File: config.mk
export PLATFORM = sky130hd
export DESIGN_NAME = uart_fifo
export DESIGN_NICKNAME = d
export VERILOG_FILES = /design/src/rtl/uart_pkg.sv /design/src/rtl/uart_fifo_sync.sv /design/src/rtl/uart_fifo.sv
export SDC_FILE = /design/constraint.sdc
export NUM_CORES = 1
export LEC_CHECK = 0
export BUFFER_PORTS_ARGS = -buffer_cell sky130_fd_sc_hd__clkbuf_2
export CAP_MARGIN = 20
export CORE_ASPECT_RATIO = 0.7
export CORE_MARGIN = 2
export CORE_UTILIZATION = 31
export DETAILED_ROUTE_END_ITERATION = 10
export SYNTH_ARGS = -nofsm -noshare
export SYNTH_HDL_FRONTEND = slang
export SYNTH_SLANG_ARGS = --single-unit
export TNS_END_PERCENT = 20
File: constraint.sdc
create_clock -name clk -period 4.1 [get_ports clk]
set_input_delay 0.41 -clock clk [delete_from_list [all_inputs] [get_ports clk]]
set_output_delay 0.41 -clock clk [all_outputs]
set_load 0.01 [all_outputs]
File: src/rtl/uart_pkg.sv
// Shared constants for the buffered UART: register offsets, STATUS/CTRL bit
// positions and the TX/RX state encodings.
package uart_pkg;

  localparam logic [2:0] REG_TXDATA = 3'd0;
  localparam logic [2:0] REG_STATUS = 3'd1;
  localparam logic [2:0] REG_RXDATA = 3'd2;
  localparam logic [2:0] REG_DIV    = 3'd3;
  localparam logic [2:0] REG_CTRL   = 3'd4;

  localparam int ST_TX_FULL      = 0;
  localparam int ST_TX_EMPTY     = 1;
  localparam int ST_RX_EMPTY     = 2;
  localparam int ST_RX_FULL      = 3;
  localparam int ST_RX_OVERRUN   = 4;
  localparam int ST_FRAME_ERR    = 5;
  localparam int ST_TX_DROP      = 6;
  localparam int ST_PARITY_ERR   = 7;
  localparam int ST_RX_LEVEL_LSB = 16;

  localparam int CTRL_RX_IRQ_EN  = 0;
  localparam int CTRL_TXE_IRQ_EN = 1;
  localparam int CTRL_ERR_IRQ_EN = 2;
  localparam int CTRL_LOOPBACK   = 3;

  localparam logic [2:0] TX_IDLE   = 3'd0;
  localparam logic [2:0] TX_START  = 3'd1;
  localparam logic [2:0] TX_DATA   = 3'd2;
  localparam logic [2:0] TX_PARITY = 3'd3;
  localparam logic [2:0] TX_STOP   = 3'd4;

  localparam logic [2:0] RX_IDLE   = 3'd0;
  localparam logic [2:0] RX_START  = 3'd1;
  localparam logic [2:0] RX_DATA   = 3'd2;
  localparam logic [2:0] RX_PARITY = 3'd3;
  localparam logic [2:0] RX_STOP   = 3'd4;

  localparam logic [3:0] LAST_TICK = 4'd15;
  localparam logic [3:0] MID_TICK  = 4'd7;

endpackage

File: src/rtl/uart_fifo_sync.sv
// Synchronous FIFO with a combinational head output; a pop frees a slot for a
// push in the same cycle, so a full FIFO still accepts push+pop together.
module uart_fifo_sync #(
  parameter int DEPTH = 16,
  parameter int WIDTH = 8
) (
  input  logic                     clk,
  input  logic                     reset,
  input  logic                     push,
  input  logic                     pop,
  input  logic [WIDTH-1:0]         din,
  output logic [WIDTH-1:0]         dout,
  output logic                     full,
  output logic                     empty,
  output logic [$clog2(DEPTH):0]   level
);

  localparam int AW = $clog2(DEPTH);

  logic [WIDTH-1:0] mem [DEPTH];
  logic [AW:0]      wr_ptr;
  logic [AW:0]      rd_ptr;
  logic             do_push;
  logic             do_pop;

  assign level   = wr_ptr - rd_ptr;
  assign full    = (level == (AW + 1)'(DEPTH));
  assign empty   = (level == '0);
  assign do_pop  = pop && !empty;
  assign do_push = push && (!full || do_pop);
  assign dout    = mem[rd_ptr[AW-1:0]];

  always_ff @(posedge clk) begin
    if (do_push) mem[wr_ptr[AW-1:0]] <= din;
  end

  always_ff @(posedge clk or posedge reset) begin
    if (reset) begin
      wr_ptr <= '0;
      rd_ptr <= '0;
    end else begin
      if (do_push) wr_ptr <= wr_ptr + 1'b1;
      if (do_pop)  rd_ptr <= rd_ptr + 1'b1;
    end
  end

endmodule

File: src/rtl/uart_fifo.sv
// Buffered UART for the PicoSoC IO bus: programmable 16x baud divisor, TX/RX
// FIFOs, sticky error status and a level irq. Define UART_PARITY_EN to add a parity bit.
module uart_fifo
  import uart_pkg::*;
#(
  parameter int DATA_BITS  = 8,
  parameter int FIFO_DEPTH = 16,
  parameter int DIV_RESET  = 325,
  parameter int PARITY_ODD = 0
) (
  input  logic        clk,
  input  logic        reset,
  input  logic        valid,
  input  logic [2:0]  addr,
  input  logic [31:0] wdata,
  input  logic        wstrb,
  output logic [31:0] rdata,
  input  logic        rxd,
  output logic        txd,
  output logic        irq
);

  localparam int LW = $clog2(FIFO_DEPTH) + 1;

  logic                 valid_q, access, wr_acc, rd_acc;
  logic [15:0]          div, baud_cnt;
  logic                 tick;
  logic [3:0]           ctrl;
  logic [3:0]           sticky, sticky_set;
  logic [31:0]          status;
  logic                 unused_bits;

  logic                 tx_push, tx_pop, tx_full, tx_empty;
  logic [DATA_BITS-1:0] tx_dout;
  logic [LW-1:0]        tx_level;
  logic                 rx_pop, rx_full, rx_empty, rx_done;
  logic [DATA_BITS-1:0] rx_dout;
  logic [LW-1:0]        rx_level;

  logic [2:0]           tx_state, rx_state;
  logic [3:0]           tx_tick, rx_tick;
  logic [2:0]           tx_bit, rx_bit;
  logic [DATA_BITS-1:0] tx_shift, rx_shift, hold_data;
  logic                 hold_valid, tx_line, tx_bit_done, tx_launch, tx_idle;
  logic [1:0]           rx_sync;
  logic                 rx_line, rx_prev, rx_sample, par_err_set;
`ifdef UART_PARITY_EN
  logic                 tx_par;
`endif

  assign access = valid && !valid_q;
  assign wr_acc = access && wstrb;
  assign rd_acc = access && !wstrb;
  assign unused_bits = ^{wdata[31:16], tx_level, 1'(PARITY_ODD)};

  always_ff @(posedge clk or posedge reset) begin
    if (reset) valid_q <= 1'b0;
    else       valid_q <= valid;
  end

  always_ff @(posedge clk or posedge reset) begin
    if (reset) begin
      div  <= 16'(DIV_RESET);
      ctrl <= '0;
    end else if (wr_acc) begin
      if (addr == REG_DIV)  div  <= wdata[15:0];
      if (addr == REG_CTRL) ctrl <= wdata[3:0];
    end
  end

  // Writing DIV restarts the count so the new rate takes effect from a clean phase.
  assign tick = (baud_cnt == div);
  always_ff @(posedge clk or posedge reset) begin
    if (reset)                         baud_cnt <= '0;
    else if (wr_acc && addr == REG_DIV) baud_cnt <= '0;
    else if (tick)                     baud_cnt <= '0;
    else                               baud_cnt <= baud_cnt + 16'd1;
  end

  assign tx_push = wr_acc && (addr == REG_TXDATA);
  assign rx_pop  = rd_acc && (addr == REG_RXDATA) && !rx_empty;

  uart_fifo_sync #(.DEPTH(FIFO_DEPTH), .WIDTH(DATA_BITS)) u_tx_fifo (
    .clk(clk), .reset(reset), .push(tx_push), .pop(tx_pop),
    .din(wdata[DATA_BITS-1:0]), .dout(tx_dout), .full(tx_full),
    .empty(tx_empty), .level(tx_level)
  );

  uart_fifo_sync #(.DEPTH(FIFO_DEPTH), .WIDTH(DATA_BITS)) u_rx_fifo (
    .clk(clk), .reset(reset), .push(rx_done), .pop(rx_pop),
    .din(rx_shift), .dout(rx_dout), .full(rx_full),
    .empty(rx_empty), .level(rx_level)
  );

  // Sticky bits: [0] rx_overrun, [1] frame_err, [2] tx_drop, [3] parity_err.
  assign sticky_set = {par_err_set,
                       tx_push && tx_full && !tx_pop,
                       rx_done && !rx_line,
                       rx_done && rx_full && !rx_pop};

  always_ff @(posedge clk or posedge reset) begin
    if (reset)                              sticky <= '0;
    else if (wr_acc && addr == REG_STATUS)  sticky <= (sticky & ~wdata[7:4]) | sticky_set;
    else                                    sticky <= sticky | sticky_set;
  end

  always_comb begin
    status = '0;
    status[ST_TX_FULL]    = tx_full;
    status[ST_TX_EMPTY]   = tx_empty;
    status[ST_RX_EMPTY]   = rx_empty;
    status[ST_RX_FULL]    = rx_full;
    status[ST_RX_OVERRUN] = sticky[0];
    status[ST_FRAME_ERR]  = sticky[1];
    status[ST_TX_DROP]    = sticky[2];
    status[ST_PARITY_ERR] = sticky[3];
    status[ST_RX_LEVEL_LSB +: 8] = 8'(rx_level);
  end

  always_ff @(posedge clk or posedge reset) begin
    if (reset) rdata <= '0;
    else if (rd_acc) begin
      case (addr)
        REG_STATUS: rdata <= status;
        REG_RXDATA: rdata <= rx_empty ? 32'd0 : 32'(rx_dout);
        REG_DIV:    rdata <= {16'd0, div};
        REG_CTRL:   rdata <= {28'd0, ctrl};
        default:    rdata <= '0;
      endcase
    end
  end

  // One byte is prefetched into a holding register so STOP can chain straight into START.
  assign tx_pop      = !tx_empty && !hold_valid;
  assign tx_bit_done = tick && (tx_tick == LAST_TICK);
  assign tx_launch   = hold_valid && tick &&
                       ((tx_state == TX_IDLE) || (tx_state == TX_STOP && tx_tick == LAST_TICK));
  assign tx_idle     = (tx_state == TX_IDLE) && !hold_valid;

  always_ff @(posedge clk or posedge reset) begin
    if (reset) begin
      tx_state   <= TX_IDLE;
      tx_tick    <= '0;
      tx_bit     <= '0;
      tx_shift   <= '0;
      tx_line    <= 1'b1;
      hold_valid <= 1'b0;
      hold_data  <= '0;
`ifdef UART_PARITY_EN
      tx_par     <= 1'b0;
`endif
    end else begin
      if (tx_pop) begin
        hold_valid <= 1'b1;
        hold_data  <= tx_dout;
      end
      if (tick && tx_state != TX_IDLE) tx_tick <= tx_tick + 4'd1;
      if (tx_launch) begin
        tx_state   <= TX_START;
        tx_shift   <= hold_data;
        hold_valid <= 1'b0;
        tx_line    <= 1'b0;
        tx_tick    <= '0;
`ifdef UART_PARITY_EN
        tx_par     <= (^hold_data) ^ 1'(PARITY_ODD);
`endif
      end else begin
        case (tx_state)
          TX_IDLE: tx_line <= 1'b1;
          TX_START: if (tx_bit_done) begin
            tx_state <= TX_DATA;
            tx_bit   <= '0;
            tx_line  <= tx_shift[0];
          end
          TX_DATA: if (tx_bit_done) begin
            if (tx_bit == 3'(DATA_BITS - 1)) begin
`ifdef UART_PARITY_EN
              tx_state <= TX_PARITY;
              tx_line  <= tx_par;
`else
              tx_state <= TX_STOP;
              tx_line  <= 1'b1;
`endif
            end else begin
              tx_bit   <= tx_bit + 3'd1;
              tx_shift <= tx_shift >> 1;
              tx_line  <= tx_shift[1];
            end
          end
`ifdef UART_PARITY_EN
          TX_PARITY: if (tx_bit_done) begin
            tx_state <= TX_STOP;
            tx_line  <= 1'b1;
          end
`endif
          TX_STOP: if (tx_bit_done) tx_state <= TX_IDLE;
          default: begin
            tx_state <= TX_IDLE;
            tx_line  <= 1'b1;
          end
        endcase
      end
    end
  end

  assign txd = ctrl[CTRL_LOOPBACK] ? 1'b1 : tx_line;

  always_ff @(posedge clk or posedge reset) begin
    if (reset) begin
      rx_sync <= 2'b11;
      rx_prev <= 1'b1;
    end else begin
      rx_sync <= {rx_sync[0], ctrl[CTRL_LOOPBACK] ? tx_line : rxd};
      rx_prev <= rx_line;
    end
  end

  assign rx_line   = rx_sync[1];
  assign rx_sample = tick && (rx_tick == LAST_TICK);
  assign rx_done   = (rx_state == RX_STOP) && rx_sample;

`ifdef UART_PARITY_EN
  assign par_err_set = (rx_state == RX_PARITY) && rx_sample &&
                       (rx_line != ((^rx_shift) ^ 1'(PARITY_ODD)));
`else
  assign par_err_set = 1'b0;
`endif

  // START re-checks the line at its 8th tick; later samples land 16 ticks apart, mid-bit.
  always_ff @(posedge clk or posedge reset) begin
    if (reset) begin
      rx_state <= RX_IDLE;
      rx_tick  <= '0;
      rx_bit   <= '0;
      rx_shift <= '0;
    end else begin
      case (rx_state)
        RX_IDLE: if (rx_prev && !rx_line) begin
          rx_state <= RX_START;
          rx_tick  <= '0;
        end
        RX_START: if (tick) begin
          if (rx_tick == MID_TICK) begin
            rx_tick  <= '0;
            rx_bit   <= '0;
            rx_state <= rx_line ? RX_IDLE : RX_DATA;
          end else begin
            rx_tick <= rx_tick + 4'd1;
          end
        end
        RX_DATA: if (tick) begin
          rx_tick <= rx_tick + 4'd1;
          if (rx_sample) begin
            rx_shift <= {rx_line, rx_shift[DATA_BITS-1:1]};
            rx_bit   <= rx_bit + 3'd1;
            if (rx_bit == 3'(DATA_BITS - 1)) begin
`ifdef UART_PARITY_EN
              rx_state <= RX_PARITY;
`else
              rx_state <= RX_STOP;
`endif
            end
          end
        end
`ifdef UART_PARITY_EN
        RX_PARITY: if (tick) begin
          rx_tick <= rx_tick + 4'd1;
          if (rx_sample) rx_state <= RX_STOP;
        end
`endif
        RX_STOP: if (tick) begin
          rx_tick <= rx_tick + 4'd1;
          if (rx_sample) rx_state <= RX_IDLE;
        end
        default: rx_state <= RX_IDLE;
      endcase
    end
  end

  assign irq = (ctrl[CTRL_RX_IRQ_EN]  && !rx_empty) ||
               (ctrl[CTRL_TXE_IRQ_EN] && tx_empty && tx_idle) ||
               (ctrl[CTRL_ERR_IRQ_EN] && (|sticky));

endmodule

## After elaboration in Yosys (flattened, before gate mapping)

Memories as Yosys holds them, arrays and structs flattened. A register that Yosys moved wholly into a read port is not among the register bits.
Cells that the tools add are included.

- Register bits after elaboration: 134
- RAM bits: 256
- Input bits: 40
- Output and inout bits: 34
- Word-level logic and storage cells: 201
- Memories kept: 2

Memories:

| name | depth | bits a word | rd ports | clocked after memory_dff | write ports | line | source |
|---|---|---|---|---|---|---|---|
| u_rx_fifo.mem | 16 | 8 | 1 | 0 | 1 | uart_fifo_sync.sv:20 | `logic [WIDTH-1:0] mem [DEPTH];` |
| u_tx_fifo.mem | 16 | 8 | 1 | 1 | 1 | uart_fifo_sync.sv:20 |  |

- Add/subtract/negate cells: 11
- Eq/ne operators: 37
- Mux-type cells: 53
- Bitwise gates (word level): 5
- Reductions and logical operators: 71

Operator list:

| operator | number |
|---|---|
| one-hot mux 21 bit (4 select lines) | 1 |
| two-way mux 3 bit | 19 |
| two-way mux 8 bit | 5 |
| two-way mux 16 bit | 2 |
| logical AND 1 bit | 31 |
| two-way mux 4 bit | 7 |
| != test 2 bit, second input constant | 14 |
| one-hot mux 3 bit (4 select lines) | 2 |
| adder 5 x 1 -> 5 bit, second input constant | 4 |
| adder 16 x 1 -> 16 bit, second input constant | 1 |
| == test 16 bit | 1 |
| == test 3 bit, second input constant | 5 |
| AND reduction 5 bit | 3 |
| == test 3 x 2 -> 1 bit, second input constant | 4 |
| two-way mux 1 bit | 12 |
| != test 3 bit, second input constant | 4 |
| one-hot mux 3 bit (2 select lines) | 2 |
| one-hot mux 4 bit (3 select lines) | 1 |
| nonzero test 2 bit | 6 |
| == test 5 bit, second input constant | 2 |
| logical NOT 1 bit | 10 |
| logical NOT 5 bit | 2 |
| subtractor 5 bit | 2 |
| == test 3 x 1 -> 1 bit, second input constant | 3 |
| 20 further kinds | 34 |

## Longest topological paths before layout

- Depth in word-level cells: 10
- Gate-level depth with buffers: 11
- Mapped depth without buffers: 9

## Cells and area by module

Synthesis repeated with hierarchy kept, for this count alone.

- Cell total of the unflattened synthesis: 1103
- Area, all modules: 16801.1 um^2

Modules (own cells, without submodules):

| module | instances | cells an instance | area each (um^2) | sequential area each (um^2) |
|---|---|---|---|---|
| uart_fifo_sync | 2 | 315 | 5710.5 | 4093.9 |
| uart_fifo | 1 | 473 | 5380.2 | 2787.7 |

## Least setup slack after synthesis

OpenSTA, ideal clock, no wires.

- Kind: reg2reg
- Start point: register u_rx_fifo.rd_ptr[2]
- End point: memory u_rx_fifo.mem[3][0], enable pin
- Library setup time: 0.383 ns
- Data arrival time: 3.224 ns
- Data required time: 3.717 ns
- Path slack: 0.493 ns
- Stages on the path, launching flop included: 11
- Buffers on the path: 2
- Period minus slack after synthesis: 3.607 ns
- Cells stage by stage: dfrtp_1 clkbuf_1 clkbuf_1 clkinv_1 ha_1 nand2_1 o21ai_0 mux2i_1 nand3b_1 nand3_1 nor3_1

- Cells in the longest elaborated chain, start to end: 9
- Elaborated cells on any way between the ends: 11
- Classes of those cells: 1 x add/sub; 1 x eq/ne; 2 x mux; 7 x reduce/logical

RTL lines:

| element | line | source |
|---|---|---|
| start: declaration | uart_fifo_sync.sv:22 | `logic [AW:0] rd_ptr;` |
| start signal: assignment | uart_fifo_sync.sv:43 | `if (do_pop) rd_ptr <= rd_ptr + 1'b1;` |
| subtractor 5 bit (*) | uart_fifo_sync.sv:26 | `assign level = wr_ptr - rd_ptr;` |
| logical NOT 5 bit | uart_fifo_sync.sv:28 | `assign empty = (level == '0);` |
| logical NOT 1 bit | uart_fifo_sync.sv:29, uart_fifo.sv:81 |  |
| logical AND 1 bit | uart_fifo.sv:81 | `assign rx_pop = rd_acc && (addr == REG_RXDATA) && !rx_empty;` |
| logical AND 1 bit | uart_fifo_sync.sv:29 | `assign do_pop = pop && !empty;` |
| logical OR 1 bit (*) | uart_fifo_sync.sv:30 | `assign do_push = push && (!full \|\| do_pop);` |
| logical AND 1 bit (*) | uart_fifo_sync.sv:30 |  |
| two-way mux 1 bit (*) | uart_fifo_sync.sv:34 | `if (do_push) mem[wr_ptr[AW-1:0]] <= din;` |
| two-way mux 1 bit (implied by the code) (*) | uart_fifo_sync.sv:34 |  |
| end: declaration | uart_fifo_sync.sv:20 |  |

Mark *: on every way between the ends. The rest lies on a longest branch, timed or not.

## Final worst setup path

- Start point: register u_tx_fifo.rd_ptr[3]
- End point: output irq

- Cells in the longest elaborated chain, start to end: 6

RTL lines:

| element | line | source |
|---|---|---|
| start: declaration | uart_fifo_sync.sv:22 |  |
| start signal: assignment | uart_fifo_sync.sv:43 |  |
| subtractor 5 bit | uart_fifo_sync.sv:26 |  |
| logical NOT 5 bit | uart_fifo_sync.sv:28 |  |
| logical AND 1 bit (2 in series) | uart_fifo.sv:281 | `(ctrl[CTRL_TXE_IRQ_EN] && tx_empty && tx_idle) \|\|` |
| logical OR 1 bit | uart_fifo.sv:280 | `assign irq = (ctrl[CTRL_RX_IRQ_EN] && !rx_empty) \|\|` |
| logical OR 1 bit | uart_fifo.sv:281 |  |
| end: declaration | uart_fifo.sv:20 | `output logic irq` |

Every way passes these cells.

==> impl_results.md <==
- CP Class: flip-flop to output port
- I/O pins: 74
- Setup TNS Final: 0 ps
- # Post-CTS Setup Buffers: 0
- Skew final: 30.3 ps
- Layout fillers: 4931
- Reg area: 11000 um^2
- Largest family of logic cells by synthesized area: multiplexers
- First-pass GRT wire length: 56600 um
- Yosys top cell area share: 0.470
- Vias/cell: 4.93
- Cells after Synth: 1059
- Worst slew margin: 0.454
- RSZ-0062 raised after global routing: false
- Initial antenna violation count: 5
- Drt total wl: 36800 um
- Clock-pin slew on the worst setup and hold paths: 60 ps
- CP Max Fanout: 9
- CP arrival: 3080 ps
- Ranking of synthesized cells by area: edfxtp_1 47%, dfrtp_1 19%, mux4_2 9.9%
- Post-synthesis area per instance: 15.4 um^2
- Die width: 279 um
- Synth Area in Adders: 0.0203
- Post-route insts no fill: 1854
- Top_reg_cell synth: edfxtp_1
- Worst slew pin tran: 815 ps
- Sink Count: 387
- Min-delay worst type: primary input to asynchronous set/reset pin
- DP HPWL: 24700 um
- Worst-skew pair later-pin latency: 550 ps
- Die area: 54700 um^2
- Synth Area in Compound Gates: 0.0462
- Cts repair resizes: 0
- Tcrit/Tclk final: 0.851
- Post-synthesis mux area share: 0.133
- Clock tree buffer depth: 3
- Distinct cells, synth: 66
- Syn. warnings: 0
- Worst hold slack: -24.3 ps
- Num rows: 70
- CTS tree: built
- Core area: 52200 um^2
- Sequential fraction of the synthesis area: 0.671
- Post-synth top cells: 256 x edfxtp_1, 123 x dfrtp_1, 104 x nand2_1, 72 x mux4_2, 65 x nor2_1
- Layout area overhead: 14.9%
- Post-DRT Antenna Nets: 0
- Area occupied by multi-input gates: 5060 um^2
- Fin. Hold Viols: 9
- GRT overflow: 0
- GR Util All Layers: 0.136
- Flops & latches, synth: 387
- Vias in the first global route: 9091
- Die Ht: 196 um
- Worst setup SP type: flip-flop
- CTS Buf Count: 40
- Violated checks: hold timing
- Synth Area in Simple Gates: 0.0772
- Max Freq: 286 MHz
- Via count: 9139
- CP Data Required Time: 3690 ps
- Placed insts: 1776
- Static Leak: 7.20 nW
- Kind of end point of the critical path: output port
- IO buf count: 46
- Clock H-tree levels: 2
- DR DRC count: 0
- WL/cell: 19.8 um
- Xor and xnor fraction of the mapped netlist area: 0.0303
- Starting DRT DRC Count: 843
- Initial Util: 0.313
- Final Util: 0.360
- Root Buffer: clkbuf_16
- Most frequent cell after synthesis: edfxtp_1
- Synth Cell Area: 16400 um^2
- Max-slew violation count: 0
- Number of synthesized flops with an enable pin: 256
- Pin count of the biggest net entering global routing: 79
- PD cells: 542 nW/um^2
- Nets@finish: 1201
- GPL Wtd Cong: 0.804
- Max cap viols: 0
- Share of layout cells above drive strength 1: 0.232
- Final setup violation count: 0
- Top cell type by total area after synthesis: edfxtp_1
- Worst vdd rail ir drop: 0.266 mV
- Clock period minus worst slack: 3490 ps
- Cts hold-fix bufs: 0
- Status: finished, violations left
- Async set or reset register ratio after synthesis: 0.339
- TritonRoute pass-1 iters: 5
-- kinds of logic (layout without fill, tap and decap cells) --
kind of cell / Yosys count / count (layout)
DFF: 387 / 387
xor gates and xnor gates: 55 / 55
adders and majority gates: 26 / 26
other: 1 / 15
and+or+nand+nor: 273 / 273
buffers and inverters: 81 / 178
muxes: 122 / 122
AOI/OAI and AO/OA: 114 / 114
-- sequential cells by signal (all words and copies together), names as in the netlist, 8 cells and up --
signal / cells
baud_cnt: 16
div: 16
hold_data: 8
rdata: 21
rx_shift: 8
tx_shift: 8
u_rx_fifo.mem: 128
u_tx_fifo.mem: 128
-- placed cells by master, fill, tap and decap left out, drive strengths merged, types with 26 or more instances in the layout --
cell and count:
a21oi 26, buf 36, clkbuf 102, dfrtp 123
edfxtp 256, mux2 39, mux4 72, nand2 104
nand3 29, nor2 66, o21ai 31, xor2 29
-- critical path, cell delays in order (launching register included) --
cell and delay [ps]:
dfrtp_1 410, inv_2 250, ha_1 210, xnor3_1 410, or4_4 440, a211oi_4 290
a32oi_1 150, nand2_1 210, clkbuf_2 170
-- power breakdown --
| group | switching [mW] | total, mW | internal [mW] | leakage (nW) |
|---|---|---|---|---|
| registers | 0.265 | 4.67 | 4.40 | 4.35 |
| clock network | 1.49 | 3.60 | 2.11 | 0.629 |
| logic | 1.05 | 1.92 | 0.873 | 2.23 |
-- layer usage --
| layer | vias up | routed length [um] | track usage |
|---|---|---|---|
| met5 | - | 10 | 0 |
| met4 | 2 | 614 | 0.0315 |
| met3 | 50 | 2690 | 0.0342 |
| met2 | 269 | 15100 | 0.187 |
| met1 | 4656 | 18300 | 0.213 |
| li1 | 4162 | - | - |
-- final timing paths --
| path | startpoint | endpoint | slack [ps] | depth (start not counted) |
|---|---|---|---|---|
| hold reg to reg | rx_sync[0] | rx_sync[1] | 360 | 0 |
| min in group clk | valid | valid_q | 20 | 1 |
| setup / recovery | u_tx_fifo.rd_ptr[3] | irq | 610 | 8 |
| setup reg to reg | u_rx_fifo.rd_ptr[1] | u_rx_fifo.mem[4][6] | 610 | 9 |
| hold / removal | reset | rx_tick[2] | -20 | 2 |
| max in group asynchronous | reset | div[6] | 3160 | 3 |
-- through the flow --
| stage | total power, mW | setup slack [ps] | cell area, um^2 |
|---|---|---|---|
| floorplan | 6.11 | 206 | 16400 |
| global placement | 6.65 | 665 | 17500 |
| detailed placement | 6.69 | 597 | 17500 |
| CTS | 10.3 | 523 | 18800 |
| global route | 10.7 | 309 | 18800 |
| finish | 10.2 | 609 | 18800 |
-- layout make-up --
| type | instances | share of cell area |
|---|---|---|
| Tap cell | 684 | 0.0455 |
| Antenna cell | 4 | 0.000532 |
| Multi-Input combinational cell | 601 | 0.269 |
| Clock buffer | 55 | 0.0595 |
| Timing Repair Buffer | 83 | 0.0269 |
| Sequential cell | 387 | 0.584 |
| Inverter | 22 | 0.00466 |
| Clock inverter | 18 | 0.00978 |
Power figures use the tool's default switching activity.
